File: src/rtl/clause_tbl_pkg.sv
// -----------------------------------------------------------------------------
// clause_tbl_pkg
// Shared types and defaults for the clause table arbiter slice.
//   DEF_ADDR_W / DEF_DATA_W : default clause table geometry (depth = 2**ADDR_W)
//   state_e                 : sequencer states (INIT zero sweep, RUN arbitration)
//   owner_e                 : tag of the port owed read data next cycle
// -----------------------------------------------------------------------------
package clause_tbl_pkg;

  localparam int DEF_ADDR_W = 5;
  localparam int DEF_DATA_W = 4;

  typedef enum logic {
    INIT = 1'b0,
    RUN  = 1'b1
  } state_e;

  typedef enum logic [1:0] {
    OWN_NONE = 2'd0,
    OWN_HOST = 2'd1,
    OWN_BCP  = 2'd2
  } owner_e;

endpackage

File: src/rtl/clause_table_arb_if.sv
// -----------------------------------------------------------------------------
// clause_table_arb_if
// Requester-side bus of the clause table arbiter: host loader (read/write)
// and BCP engine (read-only).
//   master : requester view (drives req/we/addr/wdata, receives gnt/rvalid/rdata)
//   slave  : arbiter view
// -----------------------------------------------------------------------------
interface clause_table_arb_if
  import clause_tbl_pkg::*;
#(
  parameter int ADDR_W = DEF_ADDR_W,
  parameter int DATA_W = DEF_DATA_W
);

  logic              host_req;
  logic              host_we;
  logic [ADDR_W-1:0] host_addr;
  logic [DATA_W-1:0] host_wdata;
  logic              host_gnt;
  logic              host_rvalid;
  logic [DATA_W-1:0] host_rdata;

  logic              bcp_req;
  logic [ADDR_W-1:0] bcp_addr;
  logic              bcp_gnt;
  logic              bcp_rvalid;
  logic [DATA_W-1:0] bcp_rdata;

  modport master (
    output host_req, host_we, host_addr, host_wdata, bcp_req, bcp_addr,
    input  host_gnt, host_rvalid, host_rdata, bcp_gnt, bcp_rvalid, bcp_rdata
  );

  modport slave (
    input  host_req, host_we, host_addr, host_wdata, bcp_req, bcp_addr,
    output host_gnt, host_rvalid, host_rdata, bcp_gnt, bcp_rvalid, bcp_rdata
  );

endinterface

File: src/rtl/clause_table_arb_rr_arb2.sv
// -----------------------------------------------------------------------------
// rr_arb2
// Two-input round-robin arbiter. Grants are combinational from the requests
// and the priority pointer; the pointer moves to the non-granted port after
// every grant, so sustained contention alternates strictly.
//   clk, rst_n   : clock, synchronous active-low reset
//   en           : arbitration enabled (low forces both grants off)
//   req_h, req_b : host / BCP requests
//   gnt_h, gnt_b : host / BCP grants (at most one high)
// -----------------------------------------------------------------------------
module rr_arb2 (
  input  logic clk,
  input  logic rst_n,
  input  logic en,
  input  logic req_h,
  input  logic req_b,
  output logic gnt_h,
  output logic gnt_b
);

  // Priority pointer: 0 = host wins a tie, 1 = BCP wins a tie.
  logic prio_q;

  always_comb begin
    gnt_h = en && req_h && (!req_b || !prio_q);
    gnt_b = en && req_b && (!req_h ||  prio_q);
  end

  // NOTE: state registers use non-blocking assignments so every flop samples
  // pre-edge values regardless of process ordering.
  always_ff @(posedge clk) begin
    if (!rst_n) begin
      prio_q <= 1'b1;
    end else if (gnt_h) begin
      prio_q <= 1'b1;
    end else if (gnt_b) begin
      prio_q <= 1'b0;
    end
  end

endmodule

File: src/rtl/clause_table_arb.sv
// -----------------------------------------------------------------------------
// clause_table_arb
// Arbiter and init sequencer for the single-port clause table RAM. Shares the
// table between the host loader and the BCP engine with one access per cycle
// (round-robin on contention) and returns read data one cycle after grant,
// tagged to the port that issued the read.
//
// Build option: define CLAUSE_TBL_INIT_EN to compile in the post-reset sweep
// that writes zero to every entry before any requester is served. Without it,
// reset goes straight to RUN and init_busy is tied low.
//
// Ports
//   clk, rst_n  : clock, synchronous active-low reset
//   bus         : host/BCP request bus (slave modport)
//   tbl_en/we   : RAM enable / write enable
//   tbl_addr    : RAM address
//   tbl_di      : RAM write data
//   tbl_dout    : RAM read data, valid the cycle after an enabled access
//   init_busy   : zero sweep in progress
// -----------------------------------------------------------------------------
module clause_table_arb
  import clause_tbl_pkg::*;
#(
  parameter int ADDR_W = DEF_ADDR_W,
  parameter int DATA_W = DEF_DATA_W
) (
  input  logic                clk,
  input  logic                rst_n,
  clause_table_arb_if.slave   bus,
  output logic                tbl_en,
  output logic                tbl_we,
  output logic [ADDR_W-1:0]   tbl_addr,
  output logic [DATA_W-1:0]   tbl_di,
  input  logic [DATA_W-1:0]   tbl_dout,
  output logic                init_busy
);

  state_e            state_q, state_d;
  owner_e            rd_own_q;
  logic              run;
  logic              gnt_h, gnt_b;
  logic [DATA_W-1:0] host_hold_q, bcp_hold_q;

`ifdef CLAUSE_TBL_INIT_EN
  logic [ADDR_W-1:0] init_cnt_q;
  localparam state_e RESET_STATE = INIT;
`else
  localparam state_e RESET_STATE = RUN;
`endif

  // Arbitration is only live in RUN and never while reset is asserted.
  rr_arb2 u_arb (
    .clk   (clk),
    .rst_n (rst_n),
    .en    (run),
    .req_h (bus.host_req),
    .req_b (bus.bcp_req),
    .gnt_h (gnt_h),
    .gnt_b (gnt_b)
  );

  assign bus.host_gnt = gnt_h;
  assign bus.bcp_gnt  = gnt_b;

  always_ff @(posedge clk) begin
    if (!rst_n) state_q <= RESET_STATE;
    else        state_q <= state_d;
  end

`ifdef CLAUSE_TBL_INIT_EN
  always_ff @(posedge clk) begin
    if (!rst_n)               init_cnt_q <= '0;
    else if (state_q == INIT) init_cnt_q <= init_cnt_q + 1'b1;
  end
`endif

  // NOTE: every output of this block gets a default first, so no path leaves
  // a signal unassigned and no latch is inferred.
  always_comb begin
    state_d   = state_q;
    init_busy = 1'b0;
    run       = 1'b0;
    tbl_en    = 1'b0;
    tbl_we    = 1'b0;
    tbl_addr  = '0;
    tbl_di    = '0;
    case (state_q)
`ifdef CLAUSE_TBL_INIT_EN
      INIT: begin
        init_busy = 1'b1;
        tbl_en    = 1'b1;
        tbl_we    = 1'b1;
        tbl_addr  = init_cnt_q;
        if (init_cnt_q == '1) state_d = RUN;
      end
`endif
      default: begin
        run = rst_n;
        if (gnt_h) begin
          tbl_en   = 1'b1;
          tbl_we   = bus.host_we;
          tbl_addr = bus.host_addr;
          tbl_di   = bus.host_wdata;
        end else if (gnt_b) begin
          tbl_en   = 1'b1;
          tbl_addr = bus.bcp_addr;
        end
      end
    endcase
  end

  // Owner tag for the data the RAM presents next cycle; writes earn no tag.
  // The hold registers keep the last delivered word while rvalid is low.
  always_ff @(posedge clk) begin
    if (!rst_n) begin
      rd_own_q    <= OWN_NONE;
      host_hold_q <= '0;
      bcp_hold_q  <= '0;
    end else begin
      if (gnt_h && !bus.host_we) rd_own_q <= OWN_HOST;
      else if (gnt_b)            rd_own_q <= OWN_BCP;
      else                       rd_own_q <= OWN_NONE;
      if (bus.host_rvalid) host_hold_q <= tbl_dout;
      if (bus.bcp_rvalid)  bcp_hold_q  <= tbl_dout;
    end
  end

  // rvalid is masked by rst_n so a read in flight when reset hits is dropped.
  always_comb begin
    bus.host_rvalid = rst_n && (rd_own_q == OWN_HOST);
    bus.bcp_rvalid  = rst_n && (rd_own_q == OWN_BCP);
    bus.host_rdata  = bus.host_rvalid ? tbl_dout : host_hold_q;
    bus.bcp_rdata   = bus.bcp_rvalid  ? tbl_dout : bcp_hold_q;
  end

endmodule

File: src/flat_wrapper.sv
// flat-port wrapper written by rule: the top's interface ports become plain ports
module clause_table_arb_flat import clause_tbl_pkg::*;
#(
  parameter int ADDR_W = DEF_ADDR_W,
  parameter int DATA_W = DEF_DATA_W
)
  (clk, rst_n, tbl_en, tbl_we, tbl_addr, tbl_di, tbl_dout, init_busy, bus_host_req, bus_host_we, bus_host_addr, bus_host_wdata, bus_bcp_req, bus_bcp_addr, bus_host_gnt, bus_host_rvalid, bus_host_rdata, bus_bcp_gnt, bus_bcp_rvalid, bus_bcp_rdata);
  clause_table_arb_if #(.ADDR_W(ADDR_W), .DATA_W(DATA_W)) bus_i ();
  input  logic clk;
  input  logic rst_n;
  output logic tbl_en;
  output logic tbl_we;
  output logic [ADDR_W-1:0] tbl_addr;
  output logic [DATA_W-1:0] tbl_di;
  input  logic [DATA_W-1:0] tbl_dout;
  output logic init_busy;
  input wire logic [$bits(bus_i.host_req)-1:0] bus_host_req;
  input wire logic [$bits(bus_i.host_we)-1:0] bus_host_we;
  input wire logic [$bits(bus_i.host_addr)-1:0] bus_host_addr;
  input wire logic [$bits(bus_i.host_wdata)-1:0] bus_host_wdata;
  input wire logic [$bits(bus_i.bcp_req)-1:0] bus_bcp_req;
  input wire logic [$bits(bus_i.bcp_addr)-1:0] bus_bcp_addr;
  output wire logic [$bits(bus_i.host_gnt)-1:0] bus_host_gnt;
  output wire logic [$bits(bus_i.host_rvalid)-1:0] bus_host_rvalid;
  output wire logic [$bits(bus_i.host_rdata)-1:0] bus_host_rdata;
  output wire logic [$bits(bus_i.bcp_gnt)-1:0] bus_bcp_gnt;
  output wire logic [$bits(bus_i.bcp_rvalid)-1:0] bus_bcp_rvalid;
  output wire logic [$bits(bus_i.bcp_rdata)-1:0] bus_bcp_rdata;
  assign bus_i.host_req = bus_host_req;
  assign bus_i.host_we = bus_host_we;
  assign bus_i.host_addr = bus_host_addr;
  assign bus_i.host_wdata = bus_host_wdata;
  assign bus_i.bcp_req = bus_bcp_req;
  assign bus_i.bcp_addr = bus_bcp_addr;
  assign bus_host_gnt = bus_i.host_gnt;
  assign bus_host_rvalid = bus_i.host_rvalid;
  assign bus_host_rdata = bus_i.host_rdata;
  assign bus_bcp_gnt = bus_i.bcp_gnt;
  assign bus_bcp_rvalid = bus_i.bcp_rvalid;
  assign bus_bcp_rdata = bus_i.bcp_rdata;
  clause_table_arb #(.ADDR_W(ADDR_W), .DATA_W(DATA_W)) u_core (.clk(clk), .rst_n(rst_n), .bus(bus_i), .tbl_en(tbl_en), .tbl_we(tbl_we), .tbl_addr(tbl_addr), .tbl_di(tbl_di), .tbl_dout(tbl_dout), .init_busy(init_busy));
endmodule
File: config.mk
export PLATFORM = sky130hd
export DESIGN_NAME = clause_table_arb_flat
export DESIGN_NICKNAME = d
export VERILOG_FILES = /design/src/rtl/clause_tbl_pkg.sv /design/src/rtl/clause_table_arb_if.sv /design/src/rtl/clause_table_arb_rr_arb2.sv /design/src/rtl/clause_table_arb.sv /design/src/flat_wrapper.sv
export SDC_FILE = /design/constraint.sdc
export NUM_CORES = 1
export LEC_CHECK = 0
export ABC_AREA = 1
export CAP_MARGIN = 20
export CORE_MARGIN = 8
export CORE_UTILIZATION = 30
export DETAILED_ROUTE_END_ITERATION = 6
export GPL_TIMING_DRIVEN = 0
export PLACE_DENSITY_LB_ADDON = 0.08
export SLEW_MARGIN = 10
export SYNTH_ARGS = -nofsm -noshare
export SYNTH_HDL_FRONTEND = slang
export SYNTH_SLANG_ARGS = --single-unit
File: constraint.sdc
create_clock -name clk -period 0.9 [get_ports clk]
set_clock_uncertainty 0.1 [all_clocks]
set_input_delay 0.135 -clock clk [delete_from_list [all_inputs] [get_ports clk]]
set_output_delay 0.135 -clock clk [all_outputs]
set_load 0.1 [all_outputs]
==> flow_summary_export.csv <==
group,metric,value,unit
status,status,"complete, but fails checks",
status,violations,"negative setup slack",
clock_network,cts_buffers,3,
cells_and_area,area.growth.synth_to_final,151.9,%
sta,fmax,0.6459,GHz
cells_and_area,nNetsFinal,195,
clock_network,htreeDepth,1,
cells_and_area,multiInputGateArea,470.5,µm²
yosys,synth_nets,136,
setup_path,crit_type,"reg2out",
floorplan,die-height,62.75,µm
route,met2_length,1192,µm
clock_network,cts_tree,"yes",
clock_network,clk_latency,0.27,ns
yosys,syn-instance-count,113,
setup_path,required,0.66,ns
floorplan,io_pins,47,
yosys,yosysTopAreaCellShare,33.59,%
power,ir_worst_vdd,0.7425,mV
place,portBuffers,44,
route,top_layer,"met4",
route,drc,0,
clock_network,clk_path_buf_depth,2,
yosys,async_reset_ff_share,0,%
yosys,yosysMostFrequentCell,"nand2_1",
place,placed_area,1249,µm²
route,antenna_left,0,
cells_and_area,drive_above_1_share,57.89,%
clock_network,root_buffer,"clkbuf_4",
cells_and_area,antenna_cells,0,
yosys,synth.distinct_cells,13,
floorplan,coreArea,2148,µm²
grt,antenna_found_initial,0,
route,routedWlPerCell,11.63,µm
cells_and_area,fillers,166,
grt,overflow,0,
sta,hold_viol,0,
grt,grt_pass1_wl,3815,µm
route,wl_met1,825,µm
sta,rsz0062_at_grt,"true",
cells_and_area,regArea,229.0,µm²
yosys,yosysTopAreaCell,"dfxtp_1",
yosys,synth_flop_cell,"dfxtp_1",
yosys,yosysWarnings,0,
place,place_ws,-1.721,ns
setup_path,end_kind,"output pin",
setup_path,critPathMaxFanout,6,
flow_run,max-cap-violations,0,
power,cellPowerDensity,1162,nW/µm²
floorplan,rows,17,
clock_network,clock_sinks,11,
yosys,syn_area,655.6,µm²
route,met3_wirelength,244,µm
sta,setup_violations,33,
clock_network,clkTransAtPathRegs,0.06,ns
yosys,synth_edf_count,0,
grt,grtUsageTotal,11.59,%
yosys,avgSynthCellArea,5.802,µm²
setup_path,start_kind,"flip-flop",
yosys,ys_ff_latch,11,
sta,fin_crit,1.548,ns
yosys,yosys-top-cells-count,"nand2_1 (45), inv_1 (32), nor2_1 (14), dfxtp_1 (11)",
route,drtIter0Drc,15,
route,wirelength,2314,µm
route,first_pass_iters,4,
yosys,ys_top_cells_by_area,"dfxtp_1 (34%), nand2_1 (26%), inv_1 (18%)",
grt,grt_pass1_vias,912,
floorplan,start_util,30.52,%
place,dp_hpwl,1601,µm
cells_and_area,final_area,1652,µm²
place,gp_congestion,0.7169,
yosys,ys_seq_area_share,33.59,%
grt,grt_max_degree,9,
min_path,hold_path.class,"in2reg",
sta,period_share,172.0,%
route,vias_per_cell,4.312,
sta,slew_viol_final,0,
setup_path,crit_arrival,1.31,ns
floorplan,die_x,62.75,µm
floorplan,die-area,3938,µm²
sta,worst_slack,-0.6482,ns
route,routed-via-count,858,
power,cellLeakagePower,0.0007972,µW
layout make-up:
| class | instances | area share [%] |
|---|---|---|
| timing repair buffer | 54 | 44.92 |
| tap | 28 | 2.121 |
| sequential | 11 | 13.86 |
| clock buffer | 4 | 1.591 |
| buffer | 2 | 1.136 |
| multi-input combinational | 67 | 28.48 |
| inverter | 33 | 7.879 |
repair_timing:
| action | 4_1_cts | 5_1_grt |
|---|---|---|
| buffers inserted | 8 | 6 |
| pin swaps | 10 | 22 |
| setup endpoints to repair | 32 | 33 |
| hold buffers | 0 | 0 |
| resized for setup | 224 | 29 |
path summary, 6_finish.rpt:
path | startpoint | cells past startpoint | slack [ns] | end
setup / recovery | u_core.u_arb.prio_q | 7 | -0.65 | tbl_addr[2]
hold / removal | bus_bcp_req | 2 | 0.02 | u_core.u_arb.prio_q
setup reg to reg | u_core.rd_own_q[0] | 6 | -0.24 | u_core.host_hold_q[0]
hold reg to reg | u_core.bcp_hold_q[1] | 4 | 0.44 | u_core.bcp_hold_q[1]
registers in the layout, indices dropped and copies added, names as in the netlist:
register             count
u_core.u_arb.prio_q      1
u_core.rd_own_q          2
u_core.bcp_hold_q        4
u_core.host_hold_q       4
cell usage in the layout, fill, tap and decap left out, types with 8 or more instances in the layout:
master / n
buf_12: 22
clkdlybuf4s50_1: 19
dfxtp_1: 8
inv_1: 21
inv_2: 10
nand2_1: 14
nand2_2: 23
nand2_4: 9
power breakdown:
| group | internal (µW) | switching (µW) |
|---|---|---|
| logic | 398 | 667 |
| registers | 506 | 16.2 |
| clock network | 172 | 160 |
kinds of logic (layout without fill, tap and decap cells):
kind of cell	Yosys count	in the layout	synth area share (%)
simple gates	64	64	40.46
buf+inv	35	93	21.76
flops	11	11	33.59
compound gates	2	2	3.627
other cells	1	1	0.5720
per-stage QoR:
step | hold WS, ns | setup TNS, ns | utilization [%] | std cells | total power, µW
2_1_floorplan | 0.09770 | -21.18 | - | 113 | 1137
3_3_place_gp | 0.2715 | -35.18 | 58.12 | 185 | 1360
3_5_place_dp | 0.2777 | -35.61 | 58.12 | 185 | 1367
4_1_cts | 0.01290 | -14.57 | 72.74 | 196 | 1892
5_1_grt | 0.03807 | -17.45 | 76.88 | 199 | 2023
6_report | 0.02461 | -15.09 | 76.88 | 199 | 1919
critical path, stage by stage, from the launching register on:
cell        delay, ns
dfxtp_2          0.34
inv_2            0.06
nand2_2          0.06
nand2_2          0.09
clkinvlp_4       0.17
nand2_2          0.11
nand2_4          0.05
buf_12           0.16
per-layer routing:
| metal | up-vias | track usage [%] |
|---|---|---|
| li1 | 426 | - |
| met2 | 36 | 19.28 |
| met4 | 0 | 6.838 |
| met1 | 391 | 11.11 |
| met3 | 5 | 6.272 |
| met5 | - | 0 |
Power figures use the tool's default switching activity.
